===== config.mk =====
export PLATFORM = sky130hd
export DESIGN_NAME = multicycle_control_unit
export DESIGN_NICKNAME = d
export VERILOG_FILES = /design/src/rtl/ctrl_pkg.sv /design/src/rtl/opcode_classifier.sv /design/src/rtl/multicycle_control_unit.sv
export SDC_FILE = /design/constraint.sdc
export NUM_CORES = 1
export LEC_CHECK = 0
export ABC_AREA = 0
export CORE_MARGIN = 1.5
export CORE_UTILIZATION = 30
export CTS_CLUSTER_SIZE = 40
export DETAILED_ROUTE_END_ITERATION = 6
export GPL_ROUTABILITY_DRIVEN = 1
export HOLD_SLACK_MARGIN = 0.02
export RECOVER_POWER = 50
export SLEW_MARGIN = 0
export SYNTH_ARGS = -nofsm -noshare
export SYNTH_HDL_FRONTEND = slang
export SYNTH_SLANG_ARGS = --single-unit

===== constraint.sdc =====
create_clock -name clk -period 2.5 [get_ports clk]
set_input_delay 0.25 -clock clk [delete_from_list [all_inputs] [get_ports clk]]
set_output_delay 0.25 -clock clk [all_outputs]
set_load 0.05 [all_outputs]

===== src/rtl/ctrl_pkg.sv =====
// Shared types for the multicycle control unit: FSM states, opcode classes,
// opcode constants, alu_op codes and the Moore output decode.
package ctrl_pkg;

    typedef enum logic [2:0] {
        ST_FETCH  = 3'd0,
        ST_DECODE = 3'd1,
        ST_EXEC   = 3'd2,
        ST_MEM    = 3'd3,
        ST_WB     = 3'd4,
        ST_TRAP   = 3'd5
    } state_e;

    typedef enum logic [3:0] {
        CLS_NONE  = 4'd0,
        CLS_R     = 4'd1,
        CLS_I     = 4'd2,
        CLS_LW    = 4'd3,
        CLS_SW    = 4'd4,
        CLS_BEQ   = 4'd5,
        CLS_JAL   = 4'd6,
        CLS_JALR  = 4'd7,
        CLS_LUI   = 4'd8,
        CLS_AUIPC = 4'd9
    } opc_class_e;

    localparam logic [6:0] OPC_R     = 7'b0110011;
    localparam logic [6:0] OPC_I     = 7'b0010011;
    localparam logic [6:0] OPC_LW    = 7'b0000011;
    localparam logic [6:0] OPC_SW    = 7'b0100011;
    localparam logic [6:0] OPC_BEQ   = 7'b1100011;
    localparam logic [6:0] OPC_JAL   = 7'b1101111;
    localparam logic [6:0] OPC_JALR  = 7'b1100111;
    localparam logic [6:0] OPC_LUI   = 7'b0110111;
    localparam logic [6:0] OPC_AUIPC = 7'b0010111;

    localparam logic [1:0] ALU_ADD    = 2'b00;
    localparam logic [1:0] ALU_BRANCH = 2'b01;
    localparam logic [1:0] ALU_RTYPE  = 2'b10;
    localparam logic [1:0] ALU_IMM    = 2'b11;

    typedef struct packed {
        logic       reg_write;
        logic       alu_src;
        logic       mem_to_reg;
        logic       mem_read;
        logic       mem_write;
        logic       branch;
        logic       trap;
        logic [1:0] alu_op;
    } ctrl_t;

    localparam ctrl_t CTRL_IDLE = '{
        reg_write:  1'b0,
        alu_src:    1'b0,
        mem_to_reg: 1'b0,
        mem_read:   1'b0,
        mem_write:  1'b0,
        branch:     1'b0,
        trap:       1'b0,
        alu_op:     2'b00
    };

    function automatic logic is_jump_class(input opc_class_e cls);
        return (cls == CLS_JAL) || (cls == CLS_JALR);
    endfunction

    // Moore control word for a given state and latched instruction class.
    function automatic ctrl_t ctrl_decode(input state_e st, input opc_class_e cls);
        ctrl_t c;
        c = CTRL_IDLE;
        case (st)
            ST_FETCH: c.mem_read = 1'b1;
            ST_DECODE: c = CTRL_IDLE;
            ST_EXEC: begin
                case (cls)
                    CLS_R: c.alu_op = ALU_RTYPE;
                    CLS_I: begin
                        c.alu_op  = ALU_IMM;
                        c.alu_src = 1'b1;
                    end
                    CLS_LW, CLS_SW, CLS_JAL, CLS_JALR, CLS_LUI, CLS_AUIPC: begin
                        c.alu_op  = ALU_ADD;
                        c.alu_src = 1'b1;
                    end
                    CLS_BEQ: begin
                        c.alu_op = ALU_BRANCH;
                        c.branch = 1'b1;
                    end
                    default: c = CTRL_IDLE;
                endcase
            end
            ST_MEM: begin
                case (cls)
                    CLS_LW:  c.mem_read  = 1'b1;
                    CLS_SW:  c.mem_write = 1'b1;
                    default: c = CTRL_IDLE;
                endcase
            end
            ST_WB: begin
                c.reg_write  = 1'b1;
                c.mem_to_reg = (cls == CLS_LW);
            end
            ST_TRAP: c.trap = 1'b1;
            default: c = CTRL_IDLE;
        endcase
        return c;
    endfunction

endpackage


===== src/rtl/opcode_classifier.sv =====
// Combinational opcode -> instruction class / legality lookup.
// RV_CTRL_JUMP_EN makes JAL, JALR, LUI and AUIPC legal.
module opcode_classifier
    import ctrl_pkg::*;
(
    input  logic [6:0] i_opcode,
    output logic [3:0] o_class,
    output logic       o_legal
);

    // Map opcode to class; anything unrecognised is illegal.
    always_comb begin
        o_class = CLS_NONE;
        o_legal = 1'b1;
        case (i_opcode)
            OPC_R:     o_class = CLS_R;
            OPC_I:     o_class = CLS_I;
            OPC_LW:    o_class = CLS_LW;
            OPC_SW:    o_class = CLS_SW;
            OPC_BEQ:   o_class = CLS_BEQ;
`ifdef RV_CTRL_JUMP_EN
            OPC_JAL:   o_class = CLS_JAL;
            OPC_JALR:  o_class = CLS_JALR;
            OPC_LUI:   o_class = CLS_LUI;
            OPC_AUIPC: o_class = CLS_AUIPC;
`endif
            default: begin
                o_class = CLS_NONE;
                o_legal = 1'b0;
            end
        endcase
    end

endmodule


===== src/rtl/multicycle_control_unit.sv =====
// Multicycle RISC-V style control FSM with memory-wait timeout trap.
// Optional macro RV_CTRL_JUMP_EN enables JAL/JALR/LUI/AUIPC and the jump output.
module multicycle_control_unit
    import ctrl_pkg::*;
#(
    parameter int ALUOP_W      = 2,
    parameter int MEM_WAIT_MAX = 15
) (
    input  logic               clk,
    input  logic               rst_n,
    input  logic [6:0]         opcode,
    input  logic               mem_ready,
    output logic               pc_write,
    output logic               ir_write,
    output logic               reg_write,
    output logic               alu_src,
    output logic               mem_to_reg,
    output logic               mem_read,
    output logic               mem_write,
    output logic               branch,
    output logic               jump,
    output logic               trap,
    output logic [ALUOP_W-1:0] alu_op,
    output logic [2:0]         state
);

    localparam int             CNT_W     = $clog2(MEM_WAIT_MAX + 1);
    localparam logic [CNT_W-1:0] WAIT_LAST = CNT_W'(MEM_WAIT_MAX - 1);

    state_e           r_state;
    state_e           w_next_state;
    opc_class_e       r_class;
    opc_class_e       w_next_class;
    logic [3:0]       w_dec_class;
    logic             w_dec_legal;
    logic [CNT_W-1:0] r_wait_cnt;
    logic [CNT_W-1:0] w_next_wait;
    ctrl_t            r_ctrl;
    logic             w_fetch_done;

    opcode_classifier u_classifier (
        .i_opcode (opcode),
        .o_class  (w_dec_class),
        .o_legal  (w_dec_legal)
    );

    // Next state, next latched class and wait counter; counter resets on any state change.
    always_comb begin
        w_next_state = r_state;
        w_next_class = r_class;
        w_next_wait  = {CNT_W{1'b0}};
        case (r_state)
            ST_FETCH: begin
                if (mem_ready) begin
                    w_next_state = ST_DECODE;
                end else if (r_wait_cnt == WAIT_LAST) begin
                    w_next_state = ST_TRAP;
                end else begin
                    w_next_wait = r_wait_cnt + CNT_W'(1);
                end
            end
            ST_DECODE: begin
                if (w_dec_legal) begin
                    w_next_state = ST_EXEC;
                    w_next_class = opc_class_e'(w_dec_class);
                end else begin
                    w_next_state = ST_TRAP;
                    w_next_class = CLS_NONE;
                end
            end
            ST_EXEC: begin
                case (r_class)
                    CLS_R, CLS_I, CLS_JAL, CLS_JALR, CLS_LUI, CLS_AUIPC: w_next_state = ST_WB;
                    CLS_LW, CLS_SW: w_next_state = ST_MEM;
                    CLS_BEQ:        w_next_state = ST_FETCH;
                    default:        w_next_state = ST_TRAP;
                endcase
            end
            ST_MEM: begin
                if (mem_ready) begin
                    case (r_class)
                        CLS_LW:  w_next_state = ST_WB;
                        CLS_SW:  w_next_state = ST_FETCH;
                        default: w_next_state = ST_TRAP;
                    endcase
                end else if (r_wait_cnt == WAIT_LAST) begin
                    w_next_state = ST_TRAP;
                end else begin
                    w_next_wait = r_wait_cnt + CNT_W'(1);
                end
            end
            ST_WB:   w_next_state = ST_FETCH;
            ST_TRAP: w_next_state = ST_TRAP;
            default: w_next_state = ST_TRAP;
        endcase
    end

`ifdef RV_CTRL_JUMP_EN
    logic r_jump;
`endif

    // State register plus registered Moore outputs decoded from the upcoming state.
    always_ff @(posedge clk) begin
        if (!rst_n) begin
            r_state    <= ST_FETCH;
            r_class    <= CLS_NONE;
            r_wait_cnt <= {CNT_W{1'b0}};
            r_ctrl     <= ctrl_decode(ST_FETCH, CLS_NONE);
`ifdef RV_CTRL_JUMP_EN
            r_jump     <= 1'b0;
`endif
        end else begin
            r_state    <= w_next_state;
            r_class    <= w_next_class;
            r_wait_cnt <= w_next_wait;
            r_ctrl     <= ctrl_decode(w_next_state, w_next_class);
`ifdef RV_CTRL_JUMP_EN
            r_jump     <= (w_next_state == ST_EXEC) && is_jump_class(w_next_class);
`endif
        end
    end

    // Reset masks every control output, including the FETCH mem_read held in r_ctrl.
    assign w_fetch_done = (r_state == ST_FETCH) & mem_ready & rst_n;
    assign pc_write     = w_fetch_done;
    assign ir_write     = w_fetch_done;
    assign reg_write    = r_ctrl.reg_write  & rst_n;
    assign alu_src      = r_ctrl.alu_src    & rst_n;
    assign mem_to_reg   = r_ctrl.mem_to_reg & rst_n;
    assign mem_read     = r_ctrl.mem_read   & rst_n;
    assign mem_write    = r_ctrl.mem_write  & rst_n;
    assign branch       = r_ctrl.branch     & rst_n;
    assign trap         = r_ctrl.trap       & rst_n;
    assign alu_op       = ALUOP_W'(r_ctrl.alu_op & {2{rst_n}});
    assign state        = r_state;
`ifdef RV_CTRL_JUMP_EN
    assign jump         = r_jump & rst_n;
`else
    assign jump         = 1'b0;
`endif

endmodule


Yosys cells after proc, flatten, opt, wreduce, memory -nomap -nowiden:

Memories as Yosys holds them, arrays and structs flattened. A register that Yosys moved wholly into a read port is not among the register bits.
Index checks and enable logic that the tools add are counted.

* register bits after elaboration: 20
* bits in read-only memories: 48
* input port bits: 10
* output and inout bits: 15
* logic and storage cells: 78
* memories: 1

Memories
* (name not given): depth 16, bits a word 3, read ports 1, clocked after Yosys merged registers in 1, wr ports 0, line multicycle_control_unit.sv:72 `case (r_class)`

* add/sub/neg operators: 1
* eq/ne operators: 25
* multiplexer cells: 20
* bitwise operators: 12
* reduce and logical (&&, ||, !) cells: 8

Operator list (count)
* 3-bit one-hot mux with 5 select lines: 2
* 4-bit by 3-bit equality test with 1-bit output (second input constant): 5
* 7-bit by 6-bit equality test with 1-bit output (second input constant): 2
* 3-bit by 2-bit equality test with 1-bit output (second input constant): 4
* 4-bit by 2-bit equality test with 1-bit output (second input constant): 3
* 4-bit equality test (second input constant): 3
* 3-bit two-way mux: 4
* 4-bit two-way mux: 3
* 1-bit AND: 9
* 3-bit equality test (second input constant): 3
* 7-bit by 2-bit equality test with 1-bit output (second input constant): 1
* 7-bit by 5-bit equality test with 1-bit output (second input constant): 1
* 7-bit equality test (second input constant): 1
* 1-bit two-way mux: 7
* 7-bit OR reduction: 1
* 3-bit zero test: 2
* 2-bit one-hot mux with 3 select lines: 1
* 3-bit one-hot mux with 2 select lines: 1
* 5-bit OR reduction: 1
* 4-bit by 1-bit adder with 4-bit output (second input constant): 1
* 4-bit by 1-bit equality test with 1-bit output (second input constant): 1
* 2-bit one-hot mux with 2 select lines: 1
* 2-bit AND reduction: 2
* 4-bit OR reduction: 1
* 5 further kinds: 6

Depth between registers and ports, before layout:

* depth after elaboration: 8
* gate-level depth with buffers: 10
* gate-level depth less buffers: 9

Cells and area by module:

From an unflattened synthesis, not the netlist that was laid out.

* cell total of the unflattened synthesis: 152
* area total of the unflattened synthesis: 1336.3 um^2

Modules (own cells, without submodules)
* multicycle_control_unit: instances 1, cells each 140, area an instance 1268.7 um^2, sequential area each 460.4 um^2
* opcode_classifier: instances 1, cells each 12, area an instance 67.6 um^2, sequential area each 0.0 um^2

Worst setup path after synthesis:

No wires, ideal clock.

* path type: reg-to-reg
* from: register r_state[0], in the netlist state[0]
* to: register with a tool-made name
* library setup time: 0.126 ns
* data arrival time: 2.327 ns
* data required time: 2.374 ns
* path slack: 0.047 ns
* cell stages (with the launch flop): 10
* buffers on the path: 1
* period minus slack after synthesis: 2.453 ns
* path through: dfxtp_1 -> or3b_1 -> buf_6 -> or4_4 -> nand2_1 -> nand2_1 -> ha_1 -> inv_1 -> a31oi_1 -> a2bb2oi_1

RTL lines
* start, declared: line multicycle_control_unit.sv:30 `state_e r_state;`
* start signal, assigned: line multicycle_control_unit.sv:113 `r_state <= w_next_state;`

==> key figures <==
Finish
  • NumNets Final: 203
  • # fillers: about 440
  • Multi-input combinational cell area: 817 um2
  • Antenna Cells: 0
  • Fraction of layout cells with a size suffix above 1: 21.4%
  • Register area: 460 um2
  • Area Overhead vs Synth: 28.7%

Floorplanning
  • Die area: 4920 um2
  • Die Y: 70.1 um
  • Die X: 70.1 um
  • Starting Density: 31.0%
  • I/O pins: 25
  • Core Area: approximately 4400 um2
  • Rows: 24

Clock network
  • Worst-Skew Late Latency: 0.27 ns
  • Clk slew on worst S/H paths: around 0.08 ns
  • TritonCTS Sinks: 23
  • Clk root buf: clkbuf_8
  • Hold-fix buffers, CTS: 0
  • CTS Buffer Depth: 2
  • TritonCTS Buffers: 3
  • CTS tree: built
  • Post_cts resized: 0
  • Setup bufs post-CTS: 0
  • H-tree depth: 1

Worst hold path
  • Worst Hold Class: reg2reg
  • Hold path startpoint: r_wait_cnt[0]
  • Worst hold stages: 1
  • Hold EP: r_wait_cnt[0]

Pwr
  • Power Density: 453 nW/um2
  • Max VDD drop: about 210 uV
  • Static Leak: 0.716 nW

Synthesis
  • Syn_nets: 168
  • Most used DFF post-synth: dfxtp_1
  • Main combinational cell family by area after synthesis: simple AND/OR/NAND/NOR gates
  • XOR/XNOR Fraction of Synth Area: 3.24%
  • Leading post-synthesis cells by cell area: dfxtp_1 34%, and2_1 5.1%, ha_1 4.6%
  • Synth Area in Compound Gates: 18.6%
  • Post-synth ARST share: 0%
  • Most common cell in the netlist: dfxtp_1
  • Mux share of post-synthesis cell area: 1.48%
  • Simple-Gate Fraction of Synth Area: 32.2%
  • Synth Warn #: 0
  • Netlist cell types: 56
  • Adder-cell share of the synthesized area: 4.63%
  • Synth top area share: 34.1%
  • EDFF count, synth: 0
  • Mapped Cells: 153
  • Area leader, netlist: dfxtp_1
  • Post-synthesis register bit count: 23
  • Post-synth top cells: 23 x dfxtp_1, 16 x nor2_1, 11 x and2_1
  • Syn_area_per_cell: 8.83 um2
  • Sequential fraction of the synthesis area: 34.1%
  • Synth Cell Area: 1350 um2

STA
  • Min Hold Slack: 0.471 ns
  • TNS Setup: 0 ns
  • Slew headroom: 63.2%
  • Final setup viols: 0
  • Fin crit period: 2.27 ns
  • Final Max Slew Viols: 0
  • Tightest Pin Transition: 0.552 ns
  • RSZ-0062 raised after global routing: false
  • Hold Fails Final Rpt: 0
  • Fmax: 0.441 GHz
  • Worst Clk Skew: 0.00161 ns
  • Period utilization: 90.7%

Routing
  • WL met2: 1440 um
  • Top sig layer: met4
  • Vias per inst: 5.15
  • Antenna Nets Post-Route: 0
  • Via count: 1,232
  • TritonRoute pass-1 iters: 4
  • Wire length per cell: 13.3 um
  • Metal3 WL: 102 um
  • 1st-iter DRT viols: 45
  • Total Wirelength: 3180 um
  • Residual DRC: 0
  • Met1 wire length: approximately 1500 um

Global routing
  • First-pass GRT wire length: between 5000 and 6000 um
  • Pin count of the biggest net entering global routing: 16
  • Vias in the first global route: 1,197
  • Grt total ovfl: 0
  • Global Route Usage Sum: 13.8%
  • Initial antenna violation count: 0

Critical path
  • Reg-to-reg setup timing slack: 0.23 ns
  • CP arrival: 2.41 ns
  • Crit path required time: 2.65 ns
  • Critical R2R Launch: state[2]
  • CP endpoint kind: flop
  • Register-to-Register Path Depth: 8
  • CP startpoint: state[2]
  • CP Launch Type: flop
  • Max FO, Critical Path: 10
  • Crit Path Class: reg2reg

Outcome
  • Outcome: finished clean

Place
  • Port Buffer Count: 23
  • Final GP Congestion: 0.816
  • Dpl hpwl: approximately 2400 um

Run
  • Max-Cap Viols: 0
[worst max-delay path, stage by stage, from the launching register on]
cell	delay [ns]
dfxtp_1	0.39
or3b_1	0.53
or4_4	0.53
nand2_1	0.10
nand2_1	0.09
ha_1	0.24
inv_1	0.05
a31oi_1	0.07
a2bb2oi_1	0.14
[stage by stage]
stage	utilization [%]	power, mW	std cells	worst slack, ns	area, um2
after floorplan	-	0.501	153	0.0469	1350
after global placement	39.2	0.563	235	0.0648	1710
after detailed placement	39.2	0.564	235	0.0679	1710
after CTS	40.2	0.797	239	0.269	1750
after global routing	39.9	0.825	239	0.0978	1740
final	39.9	0.788	239	0.233	1740
[placed cells by master, fill, tap and decap left out, drive strengths merged, types with 3 or more instances in the layout]
cell,synthesis,routed
clkbuf,2,7
ha,5,5
a221oi,3,3
nor2,16,16
nor4,4,4
o21ai,4,4
xnor2,3,3
and2,13,13
dfxtp,23,23
o211ai,3,3
nand2b,3,3
buf,5,22
a21oi,3,3
a31oi,3,3
clkdlybuf4s50,0,12
nand2,8,8
nand3,5,5
inv,8,8
[worst max-delay path by stage]
stage	to	slack [ns]
finish	flop	0.23
global route	flop	0.1
CTS	flop	0.27
detailed placement	flop	0.07
global placement	flop	0.06
floorplan	flop	0.05
[area by class of cell]
type                    instances  area share, %
inverters                       8           1.73
flip-flops and latches         23           26.5
repair buffers                 37           18.5
clock buffers                   4           2.59
multi-input cells             115           47.0
well taps                      52           3.74
[report_power, final]
part | internal (mW) | switching [mW]
sequential | 0.376 | 0.00681
combinational | 0.0707 | 0.0987
clock | 0.114 | 0.122
total | 0.560 | 0.228
[logic make-up (layout without fill, tap and decap cells)]
group,count (synthesis),after routing
other,1,1
adders and majority gates,5,5
buffers and inverters,15,49
muxes,2,2
DFF,23,23
AOI/OAI and AO/OA,31,31
xor gates and xnor gates,5,5
and+or+nand+nor,71,71
[metal layers]
metal  track usage (%)  vias up
met2              21.9       29
met5                 0        -
met4              6.84        0
li1                  -      618
met1              18.4      576
met3              2.02        9
Power figures use the tool's default switching activity.
